--- src/rtl/clk_mon_pkg.sv ---
// Shared types and helpers for the clock ratio monitor: FSM state encoding
// and the per-phase tolerance window.
package clk_mon_pkg;

  typedef enum logic [1:0] {
    S_IDLE,
    S_SYNC,
    S_ACQUIRE,
    S_LOCKED
  } state_t;

  typedef struct packed {
    logic [31:0] lo;
    logic [31:0] hi;
  } tol_bounds_t;

  // Inclusive window around n/2; the low bound clamps at zero for wide tolerances.
  function automatic tol_bounds_t tol_bounds(input int n, input int tol);
    tol_bounds_t b;
    b.lo = (tol >= n / 2) ? 32'd0 : 32'(n / 2 - tol);
    b.hi = 32'(n / 2 + tol);
    return b;
  endfunction

  function automatic logic in_bounds(input logic [31:0] v, input tol_bounds_t b);
    return (v >= b.lo) && (v <= b.hi);
  endfunction

endpackage

--- src/rtl/clock_ratio_monitor_if.sv ---
// Control and status bundle between the monitor and whoever drives/observes it.
interface clock_ratio_monitor_if #(
  parameter int CW = 16
);
  logic          en;
  logic          sig_in;
  logic [CW-1:0] high_cnt;
  logic [CW-1:0] low_cnt;
  logic          meas_valid;
  logic          locked;
  logic          err_ratio;
  logic          err_stuck;

  modport master (
    output en, sig_in,
    input  high_cnt, low_cnt, meas_valid, locked, err_ratio, err_stuck
  );

  modport slave (
    input  en, sig_in,
    output high_cnt, low_cnt, meas_valid, locked, err_ratio, err_stuck
  );
endinterface

--- src/rtl/sync_edge_detect.sv ---
// Two-flop synchronizer followed by a one-flop edge detector; pulses are
// combinational off the flops so the consumer registers them on the third edge.
module sync_edge_detect (
  input  logic clk,
  input  logic rst,
  input  logic sig_in,
  output logic rise_p,
  output logic fall_p
);
  // sh[1:0] synchronize, sh[2] holds the previous synchronized level
  logic [2:0] sh;

  always_ff @(posedge clk or posedge rst) begin
    if (rst) sh <= '0;
    else     sh <= {sh[1:0], sig_in};
  end

  assign rise_p = sh[1] & ~sh[2];
  assign fall_p = ~sh[1] & sh[2];
endmodule

--- src/rtl/clock_ratio_monitor.sv ---
// Measures high/low phase lengths of a divided clock, tracks lock against the
// expected ratio N, and flags out-of-tolerance periods and stuck inputs.
module clock_ratio_monitor
  import clk_mon_pkg::*;
#(
  parameter int N        = 4,
  parameter int CW       = 16,
  parameter int LOCK_CNT = 4,
  parameter int TOL      = 0,
  parameter int TIMEOUT  = 4 * N
) (
  input logic                  clk,
  input logic                  rst,
  clock_ratio_monitor_if.slave bus
);

  if (N < 2 || (N % 2) != 0) begin : g_chk_n
    $error("clock_ratio_monitor: N must be even and at least 2");
  end
  if (CW > 32 || TIMEOUT < 1 || ((64'd1 << CW) - 64'd1) <= 64'(TIMEOUT)) begin : g_chk_cw
    $error("clock_ratio_monitor: CW too narrow for TIMEOUT (or TIMEOUT < 1)");
  end
  if (LOCK_CNT < 1 || TOL < 0) begin : g_chk_misc
    $error("clock_ratio_monitor: LOCK_CNT must be >= 1 and TOL >= 0");
  end

  localparam int               GW     = $clog2(LOCK_CNT + 1);
  localparam logic [CW-1:0]    CMAX   = '1;
  localparam logic [CW-1:0]    TMO_M1 = CW'(TIMEOUT - 1);
  localparam logic [GW-1:0]    LOCK_M1 = GW'(LOCK_CNT - 1);
  localparam tol_bounds_t      BND    = tol_bounds(N, TOL);

  state_t        state;
  logic [CW-1:0] cnt, cnt_inc, hi_lat, hcnt, lcnt;
  logic [GW-1:0] good;
  logic          hv, mv, lk, er, es;
  logic          rise_p, fall_p, edge_p, tmo, good_per;

  sync_edge_detect u_sed (
    .clk   (clk),
    .rst   (rst),
    .sig_in(bus.sig_in),
    .rise_p(rise_p),
    .fall_p(fall_p)
  );

  // Phase length is counter+1 because the counter restarts at 0 on the edge cycle.
  assign cnt_inc  = (cnt == CMAX) ? cnt : cnt + 1'b1;
  assign edge_p   = rise_p | fall_p;
  // An edge landing on the timeout cycle wins; this also keeps err_stuck and err_ratio exclusive.
  assign tmo      = (cnt == TMO_M1) && !edge_p && (state != S_IDLE);
  assign good_per = in_bounds(32'(hi_lat), BND) && in_bounds(32'(cnt_inc), BND);

  always_ff @(posedge clk or posedge rst) begin
    if (rst) begin
      state  <= S_IDLE;
      cnt    <= '0;
      hi_lat <= '0;
      hcnt   <= '0;
      lcnt   <= '0;
      good   <= '0;
      hv     <= 1'b0;
      mv     <= 1'b0;
      lk     <= 1'b0;
      er     <= 1'b0;
      es     <= 1'b0;
    end else begin
      mv <= 1'b0;
      er <= 1'b0;
      es <= 1'b0;
      if (!bus.en) begin
        state  <= S_IDLE;
        lk     <= 1'b0;
        cnt    <= '0;
        hi_lat <= '0;
        good   <= '0;
        hv     <= 1'b0;
      end else begin
        cnt <= edge_p ? '0 : cnt_inc;
        unique case (state)
          S_IDLE: begin
            state <= S_SYNC;
            cnt   <= '0;
          end
          S_SYNC: begin
            if (rise_p) begin
              state <= S_ACQUIRE;
              good  <= '0;
              hv    <= 1'b0;
            end
          end
          S_ACQUIRE, S_LOCKED: begin
            if (fall_p) begin
              hi_lat <= cnt_inc;
              hv     <= 1'b1;
            end
            if (rise_p && hv) begin
              hcnt <= hi_lat;
              lcnt <= cnt_inc;
              mv   <= 1'b1;
              hv   <= 1'b0;
              if (good_per) begin
                if (state == S_ACQUIRE) begin
                  good <= good + 1'b1;
                  if (good == LOCK_M1) begin
                    state <= S_LOCKED;
                    lk    <= 1'b1;
                  end
                end
              end else begin
                er    <= 1'b1;
                good  <= '0;
                state <= S_ACQUIRE;
                lk    <= 1'b0;
              end
            end
          end
        endcase
        if (tmo) begin
          es    <= 1'b1;
          state <= S_SYNC;
          lk    <= 1'b0;
          cnt   <= '0;
          good  <= '0;
          hv    <= 1'b0;
        end
      end
    end
  end

  assign bus.high_cnt   = hcnt;
  assign bus.low_cnt    = lcnt;
  assign bus.meas_valid = mv;
  assign bus.locked     = lk;
  assign bus.err_ratio  = er;
  assign bus.err_stuck  = es;

endmodule

--- src/flat_wrapper.sv ---
// flat-port wrapper written by rule: the top's interface ports become plain ports
module clock_ratio_monitor_flat import clk_mon_pkg::*;
#(
  parameter int N        = 4,
  parameter int CW       = 16,
  parameter int LOCK_CNT = 4,
  parameter int TOL      = 0,
  parameter int TIMEOUT  = 4 * N
)
  (clk, rst, bus_en, bus_sig_in, bus_high_cnt, bus_low_cnt, bus_meas_valid, bus_locked, bus_err_ratio, bus_err_stuck);
  clock_ratio_monitor_if #(.CW(CW)) bus_i ();
  input logic clk;
  input logic rst;
  input wire logic [$bits(bus_i.en)-1:0] bus_en;
  input wire logic [$bits(bus_i.sig_in)-1:0] bus_sig_in;
  output wire logic [$bits(bus_i.high_cnt)-1:0] bus_high_cnt;
  output wire logic [$bits(bus_i.low_cnt)-1:0] bus_low_cnt;
  output wire logic [$bits(bus_i.meas_valid)-1:0] bus_meas_valid;
  output wire logic [$bits(bus_i.locked)-1:0] bus_locked;
  output wire logic [$bits(bus_i.err_ratio)-1:0] bus_err_ratio;
  output wire logic [$bits(bus_i.err_stuck)-1:0] bus_err_stuck;
  assign bus_i.en = bus_en;
  assign bus_i.sig_in = bus_sig_in;
  assign bus_high_cnt = bus_i.high_cnt;
  assign bus_low_cnt = bus_i.low_cnt;
  assign bus_meas_valid = bus_i.meas_valid;
  assign bus_locked = bus_i.locked;
  assign bus_err_ratio = bus_i.err_ratio;
  assign bus_err_stuck = bus_i.err_stuck;
  clock_ratio_monitor #(.N(N), .CW(CW), .LOCK_CNT(LOCK_CNT), .TOL(TOL), .TIMEOUT(TIMEOUT)) u_core (.clk(clk), .rst(rst), .bus(bus_i));
endmodule
--- config.mk ---
export PLATFORM = sky130hd
export DESIGN_NAME = clock_ratio_monitor_flat
export DESIGN_NICKNAME = d
export VERILOG_FILES = /design/src/rtl/clk_mon_pkg.sv /design/src/rtl/clock_ratio_monitor_if.sv /design/src/rtl/sync_edge_detect.sv /design/src/rtl/clock_ratio_monitor.sv /design/src/flat_wrapper.sv
export SDC_FILE = /design/constraint.sdc
export NUM_CORES = 1
export LEC_CHECK = 0
export ABC_AREA = 1
export CORE_UTILIZATION = 55
export DETAILED_ROUTE_END_ITERATION = 8
export GPL_ROUTABILITY_DRIVEN = 0
export PLACE_DENSITY = 0.77
export SLEW_MARGIN = 20
export SYNTH_ARGS = -nofsm -noshare
export SYNTH_HDL_FRONTEND = slang
export SYNTH_SLANG_ARGS = --single-unit
export TNS_END_PERCENT = 100
--- constraint.sdc ---
create_clock -name clk -period 3.3 [get_ports clk]
set_input_delay 0.33 -clock clk [delete_from_list [all_inputs] [get_ports clk]]
set_output_delay 0.33 -clock clk [all_outputs]
set_load 0.03 [all_outputs]
==> Yosys cells after proc, flatten, opt, wreduce, memory -nomap -nowiden <==
Index checks and enable logic that the tools add are counted.
{ "word_totals": {"inputBits": 4, "wordCells": 102, "out_inout_bits": 36, "reg_bits": 77} }
{ "op_classes": {"n_bitwise": 5, "n_eq_ne": 18, "muxes": 45, "magnitude_cmp": 4, "add_sub_neg": 2, "n_reduce_logical": 16} }
{ "op_table": {"columns": ["op", "count"], "rows": [
  ["two-way mux 16 bit", 8],
  ["greater-or-equal comparator 16 x 2 -> 1 bit, second input constant", 2],
  ["less-or-equal comparator 16 x 2 -> 1 bit, second input constant", 2],
  ["two-way mux 1 bit", 21],
  ["two-way mux 3 bit", 6],
  ["adder 16 x 1 -> 16 bit, second input constant", 1],
  ["equality test 16 bit, second input constant", 1],
  ["equality test 16 x 4 -> 1 bit, second input constant", 1],
  ["two-way mux 2 bit", 7],
  ["AND reduction 4 bit", 3],
  ["!= test 5 x 4 -> 1 bit, second input constant", 2],
  ["!= test 4 x 2 -> 1 bit, second input constant", 2],
  ["!= test 4 x 3 -> 1 bit, second input constant", 2],
  ["logical AND 1 bit", 6],
  ["!= test 3 x 1 -> 1 bit, second input constant", 2],
  ["one-hot mux 2 bit (3 select lines)", 1],
  ["one-hot mux 3 bit (2 select lines)", 1],
  ["AND reduction 3 bit", 2],
  ["!= test 5 x 2 -> 1 bit, second input constant", 1],
  ["equality test 2 bit, second input constant", 2],
  ["!= test 2 x 1 -> 1 bit, second input constant", 2],
  ["!= test 4 x 1 -> 1 bit, second input constant", 1],
  ["adder 3 x 1 -> 3 bit, second input constant", 1],
  ["equality test 3 x 2 -> 1 bit, second input constant", 1],
  ["10 further kinds", 12]
]} }

==> Depth between registers and ports, before layout <==
{ "logic_depth": {"word_depth": 10, "depth_mapped": 16, "mapped_depth_nobuf": 15} }

==> Hierarchy <==
From an unflattened synthesis, not the netlist that was laid out.
{ "hier_totals": {"hier_cells": 466, "hier_area_um2": 3798.6} }
{ "by_module_without_submodules": {"columns": ["module", "cells_each", "seq_area_each_um2", "area_per_inst_um2", "n_inst"], "rows": [
  ["clock_ratio_monitor", 458, 1851.8, 3704.8, 1],
  ["sync_edge_detect", 8, 75.1, 93.8, 1]
]} }

==> Worst setup path after synthesis <==
No wires, ideal clock.
{ "synth_path": {"path_kind": "register to register", "startpoint": "register u_core.cnt[0]", "endpoint": "register u_core.good[0]", "path_stages_with_launch": 15, "slack_ps": 1264, "path_buffers": 1, "t_arrival_ps": 1917, "synth_period_minus_slack_ps": 2036, "setup_time_ps": 119, "required_ps": 3181, "cell_sequence": "dfrtp_1 -> ha_1 -> nand3_4 -> inv_4 -> nand2_8 -> nor2_8 -> inv_4 -> buf_6 -> nand2_1 -> nor2_1 -> nand3_2 -> nor2_4 -> nand3_4 -> a21oi_1 -> nor2_1"} }
{ "synth_between": {"elab_chain_cells": 10, "word_cells_on_any_way": 20, "cone_classes": "1 x add/sub; 2 x order compare; 6 x eq/ne; 6 x mux; 5 x reduce/logical"} }
{ "synth_lines": {"columns": ["element", "line_no", "rtl"], "rows": [
  ["start: declaration", "clock_ratio_monitor.sv:34", "logic [CW-1:0] cnt, cnt_inc, hi_lat, hcnt, lcnt;"],
  ["start signal: assignment", "clock_ratio_monitor.sv:79", "cnt <= edge_p ? '0 : cnt_inc;"],
  ["adder 16 x 1 -> 16 bit or equality test 16 bit (tied branches)", "clock_ratio_monitor.sv:48", "assign cnt_inc = (cnt == CMAX) ? cnt : cnt + 1'b1;"],
  ["two-way mux 16 bit", "clock_ratio_monitor.sv:48", null],
  ["greater-or-equal comparator 16 x 2 -> 1 bit or less-or-equal comparator 16 x 2 -> 1 bit (tied branches)", "clk_mon_pkg.sv:26", "return (v >= b.lo) && (v <= b.hi);"],
  ["logical AND 1 bit", "clk_mon_pkg.sv:26", null],
  ["logical AND 1 bit", "clock_ratio_monitor.sv:52", "assign good_per = in_bounds(32'(hi_lat), BND) && in_bounds(32'(cnt_inc), BND);"],
  ["two-way mux 3 bit", "clock_ratio_monitor.sv:102", "if (good_per) begin"],
  ["two-way mux 3 bit", "clock_ratio_monitor.sv:97", "if (rise_p && hv) begin"],
  ["one-hot mux 3 bit (2 select lines)", "clock_ratio_monitor.sv:80", "unique case (state)"],
  ["two-way mux 3 bit", "clock_ratio_monitor.sv:119", "if (tmo) begin"],
  ["two-way mux 3 bit", "clock_ratio_monitor.sv:71", "if (!bus.en) begin"],
  ["end signal: assignment", "clock_ratio_monitor.sv:104", "good <= good + 1'b1;"],
  ["end: declaration", "clock_ratio_monitor.sv:35", "logic [GW-1:0] good;"]
]} }
Several ways; a longest one is shown, not always the timed one. The select of a mux whose other input is x is not followed.
A chain may end at the register's enable or synchronous reset.

==> Worst setup path after layout <==
{ "layout_path": {"startpoint": "register u_core.cnt[0]", "endpoint": "register u_core.state[0]"} }
{ "layout_between": {"elab_chain_cells": 10, "word_cells_on_any_way": 20, "cone_classes": "1 x add/sub; 2 x order compare; 6 x eq/ne; 6 x mux; 5 x reduce/logical"} }
{ "layout_lines": {"columns": ["element", "line_no", "rtl"], "rows": [
  ["adder 16 x 1 -> 16 bit or equality test 16 bit (tied branches)", "clock_ratio_monitor.sv:48", null],
  ["two-way mux 16 bit", "clock_ratio_monitor.sv:48", null],
  ["greater-or-equal comparator 16 x 2 -> 1 bit or less-or-equal comparator 16 x 2 -> 1 bit (tied branches)", "clk_mon_pkg.sv:26", null],
  ["logical AND 1 bit", "clk_mon_pkg.sv:26", null],
  ["logical AND 1 bit", "clock_ratio_monitor.sv:52", null],
  ["two-way mux 2 bit", "clock_ratio_monitor.sv:102", null],
  ["two-way mux 2 bit", "clock_ratio_monitor.sv:97", null],
  ["one-hot mux 2 bit (3 select lines)", "clock_ratio_monitor.sv:80", null],
  ["two-way mux 2 bit", "clock_ratio_monitor.sv:119", null],
  ["two-way mux 2 bit", "clock_ratio_monitor.sv:71", null],
  ["end signal: assignment", "clock_ratio_monitor.sv:72", "state <= S_IDLE;"],
  ["end signal: assignment", "clock_ratio_monitor.sv:82", "state <= S_SYNC;"],
  ["end signal: assignment", "clock_ratio_monitor.sv:121", "state <= S_SYNC;"],
  ["end: declaration", "clock_ratio_monitor.sv:33", "state_t state;"]
]} }
Several ways; a longest one is shown, not always the timed one. The select of a mux whose other input is x is not followed.

==> summary.txt <==
Global route
  • Global-route wire length before repair: 14300 um
  • GRT Total Usage: 0.2626
  • Initial antenna violation count: 0
  • GRT overflow: 0
  • Vias in the first global route: 2996
  • Largest net degree at the start of global routing: 43

Worst setup path
  • Req. time, crit path: 3.60 ns
  • Max FO, Critical Path: 12
  • Worst r2r dst: u_core.state[0]$_DFFE_PP0P_
  • Max stage delay on crit path: 0.46 ns
  • Reg-to-Reg Start: u_core.cnt[0]$_DFF_PP0_
  • WP data arrival: 2.75 ns
  • Worst path slowest cell: dfrtp_1
  • Crit-path cells: ha_1, nand3_4, inv_4, nand2_8, nor2_8, inv_4, nand3_1, nor2_1, nand2_2, nor2_4, nand3_1, a21oi_2, nand2_1, nand2_1
  • Reg2Reg Depth: 14
  • Critical Path End: u_core.state[0]$_DFFE_PP0P_
  • Setup slack, reg-to-reg: 0.85 ns
  • Levels on crit path: 14
  • CP endpoint kind: register
  • Critical path type: register to register
  • Buf/Inv on CP: 2
  • Delay-heaviest family, CP: simple AND/OR/NAND/NOR gates
  • CP Launch Type: register
  • Worst Setup SP: u_core.cnt[0]$_DFF_PP0_

Routing
  • # DRC: 4
  • Routed WL per cell: 14.83 um
  • Routed wire length: 8588 um
  • DR pass1 iterations: 7
  • DR vias: 3159
  • Post-DRT Antenna Nets: 0
  • DR iter-0 viols: 262
  • Drt via density: 5.456

Synth
  • Flops & latches, synth: 77
  • Mapped Area: 3756 um2
  • Ys Warns: 0
  • Mapped Cells: 456
  • Mapped Avg Cell Area: 8.237 um2
  • Sequential area share after synthesis: 0.5130
  • Syn nets: 465
  • Post-synth cell types: 34

Floorplanning
  • Core Region: 6459 um2
  • Starting density of the core: 0.5816
  • Full die area: 7164 um2
  • # IOs: 40
  • Die width: 84.64 um
  • Die H: 84.64 um
  • Cell Rows: 29

STA
  • Post-layout min period: 2.452 ns
  • Min Hold Slack: 0.3160 ns
  • Worst-Margin Slew: 0.7046 ns
  • Setup TNS: 0 ns
  • Setup violators final: 0
  • Max-slew headroom: 0.5288
  • Fin crit share: 0.7430
  • FMAX: 407.8 MHz
  • Worst clock skew: 0.01102 ns
  • Fin. max-slew vios: 0
  • Fin. Hold Viols: 0
  • RSZ-0062 raised after global routing: false

Layout
  • Fin area: 4403 um2
  • Leading cell type in the layout, fill and taps excluded: nand2_1
  • Post-layout net count: 507
  • Layout cell share with drive strength beyond 1: 0.1155
  • Fin cells: 579
  • Area Overhead vs Synth: 17.22%
  • Commonest cells after routing, fill and taps aside: 125 x nand2_1, 77 x dfrtp_1, 60 x nor2_1
  • ANT cells: 0

Placed design
  • DP HPWL: 6280 um
  • Dpl cells: 564
  • PortBufs: 39
  • Placed Instance Area: 4218 um2

CTS
  • Hold buffer count at cts: 0
  • CTS Buf Count: 9
  • Root buf cell: clkbuf_8
  • TritonCTS Sinks: 77
  • Worst-path clk slew: 0.08 ns
  • CTS tree: built
  • Post-CTS Setup Inserts: 0
  • Max Buffers Root-to-Sink: 2
  • Cts repair resizes: 0
  • H-tree depth: 3
  • Clk_lat worst skew: 0.35 ns

Status
  • Failing checks: design-rule violations
  • Status: complete, but fails checks

Pwr
  • VDD IR max: 0.3294 mV
  • Pwr dens: 485.0 nW/um2
  • Leak: 2.066 nW

Worst hold path
  • Worst min-delay path class: input port to asynchronous set/reset pin

Run
  • Max cap viols: 0
[worst min path at each step]
stage,endpoint,startpoint,slack [ns]
final,u_core.bus.high_cnt[0]$_DFFE_PP0P_,rst,0.32
after global routing,u_core.bus.high_cnt[3]$_DFFE_PP0P_,rst,0.37
after CTS,u_core.bus.meas_valid$_DFF_PP0_,rst,0.33
after detailed placement,u_core.u_sed.sh[1]$_DFF_PP0_,u_core.u_sed.sh[0]$_DFF_PP0_,0.34
after global placement,u_core.u_sed.sh[1]$_DFF_PP0_,u_core.u_sed.sh[0]$_DFF_PP0_,0.34
after floorplan,u_core.u_sed.sh[1]$_DFF_PP0_,u_core.u_sed.sh[0]$_DFF_PP0_,0.33
[power by group]
group	switching, mW	internal (mW)	leakage (nW)
logic	0.269	0.137	0.915
registers	0.0453	1.01	1.06
clock network	0.344	0.334	0.0921
total	0.658	1.48	2.07
[per-layer routing]
layer,track usage,up-vias,part of all wire
li1,-,1534,-
met3,0.04031,27,0.060
met1,0.3670,1457,0.46
met2,0.3984,141,0.45
met4,0.1402,0,0.026
met5,0,-,0
[kinds of logic (layout without fill, tap and decap cells)]
logic type,Yosys count,after routing,share of synthesized area
and+or+nand+nor,256,256,0.3205
buffers and inverters,61,107,0.06496
xor gates and xnor gates,4,4,0.009329
adders and majority gates,5,5,0.01666
AOI/OAI and AO/OA,53,53,0.07562
DFF,77,77,0.5130
[cells in the mapped netlist, drive strengths merged]
cell / count / area share
nand2: 138 / 0.15
dfrtp: 77 / 0.51
nor2: 71 / 0.087
inv: 46 / 0.047
o21ai: 40 / 0.054
nand3: 31 / 0.057
clkbuf: 8 / 0.0080
nand4: 8 / 0.013
a21oi: 7 / 0.010
nor3: 7 / 0.011
ha: 5 / 0.017
buf: 4 / 0.0067
a31oi: 3 / 0.0050
clkinv: 3 / 0.0030
xnor2: 2 / 0.0047
xor2: 2 / 0.0047
a31o: 1 / 0.0023
and3: 1 / 0.0017
o22ai: 1 / 0.0017
o31ai: 1 / 0.0020
[layout make-up]
cell class	count	area [um2]
well taps	77	96.34
clock inverters	2	16.27
repair buffers	43	420.4
inverters	49	188.9
multi-input cells	318	1585
flip-flops and latches	77	1927
clock buffers	13	168.9
fillers	538	2056
[state kept, by name, indices dropped and copies added (netlist names)]
register / count
u_core.bus.err_stuck: 1
u_core.good: 3
u_core.hv: 1
u_core.hi_lat: 16
u_core.u_sed.sh: 3
u_core.bus.low_cnt: 16
u_core.bus.meas_valid: 1
u_core.cnt: 16
u_core.bus.locked: 1
u_core.bus.err_ratio: 1
u_core.state: 2
u_core.bus.high_cnt: 16
[through the flow]
stage,utilization,setup slack [ns],total power [mW]
finish,0.6817,0.8480,2.135
floorplan,-,1.003,1.345
global route,0.6817,0.6645,2.234
global placement,0.6530,0.7094,1.456
detailed placement,0.6530,0.6368,1.466
CTS,0.6817,0.9074,2.142
Power figures use the tool's default switching activity.
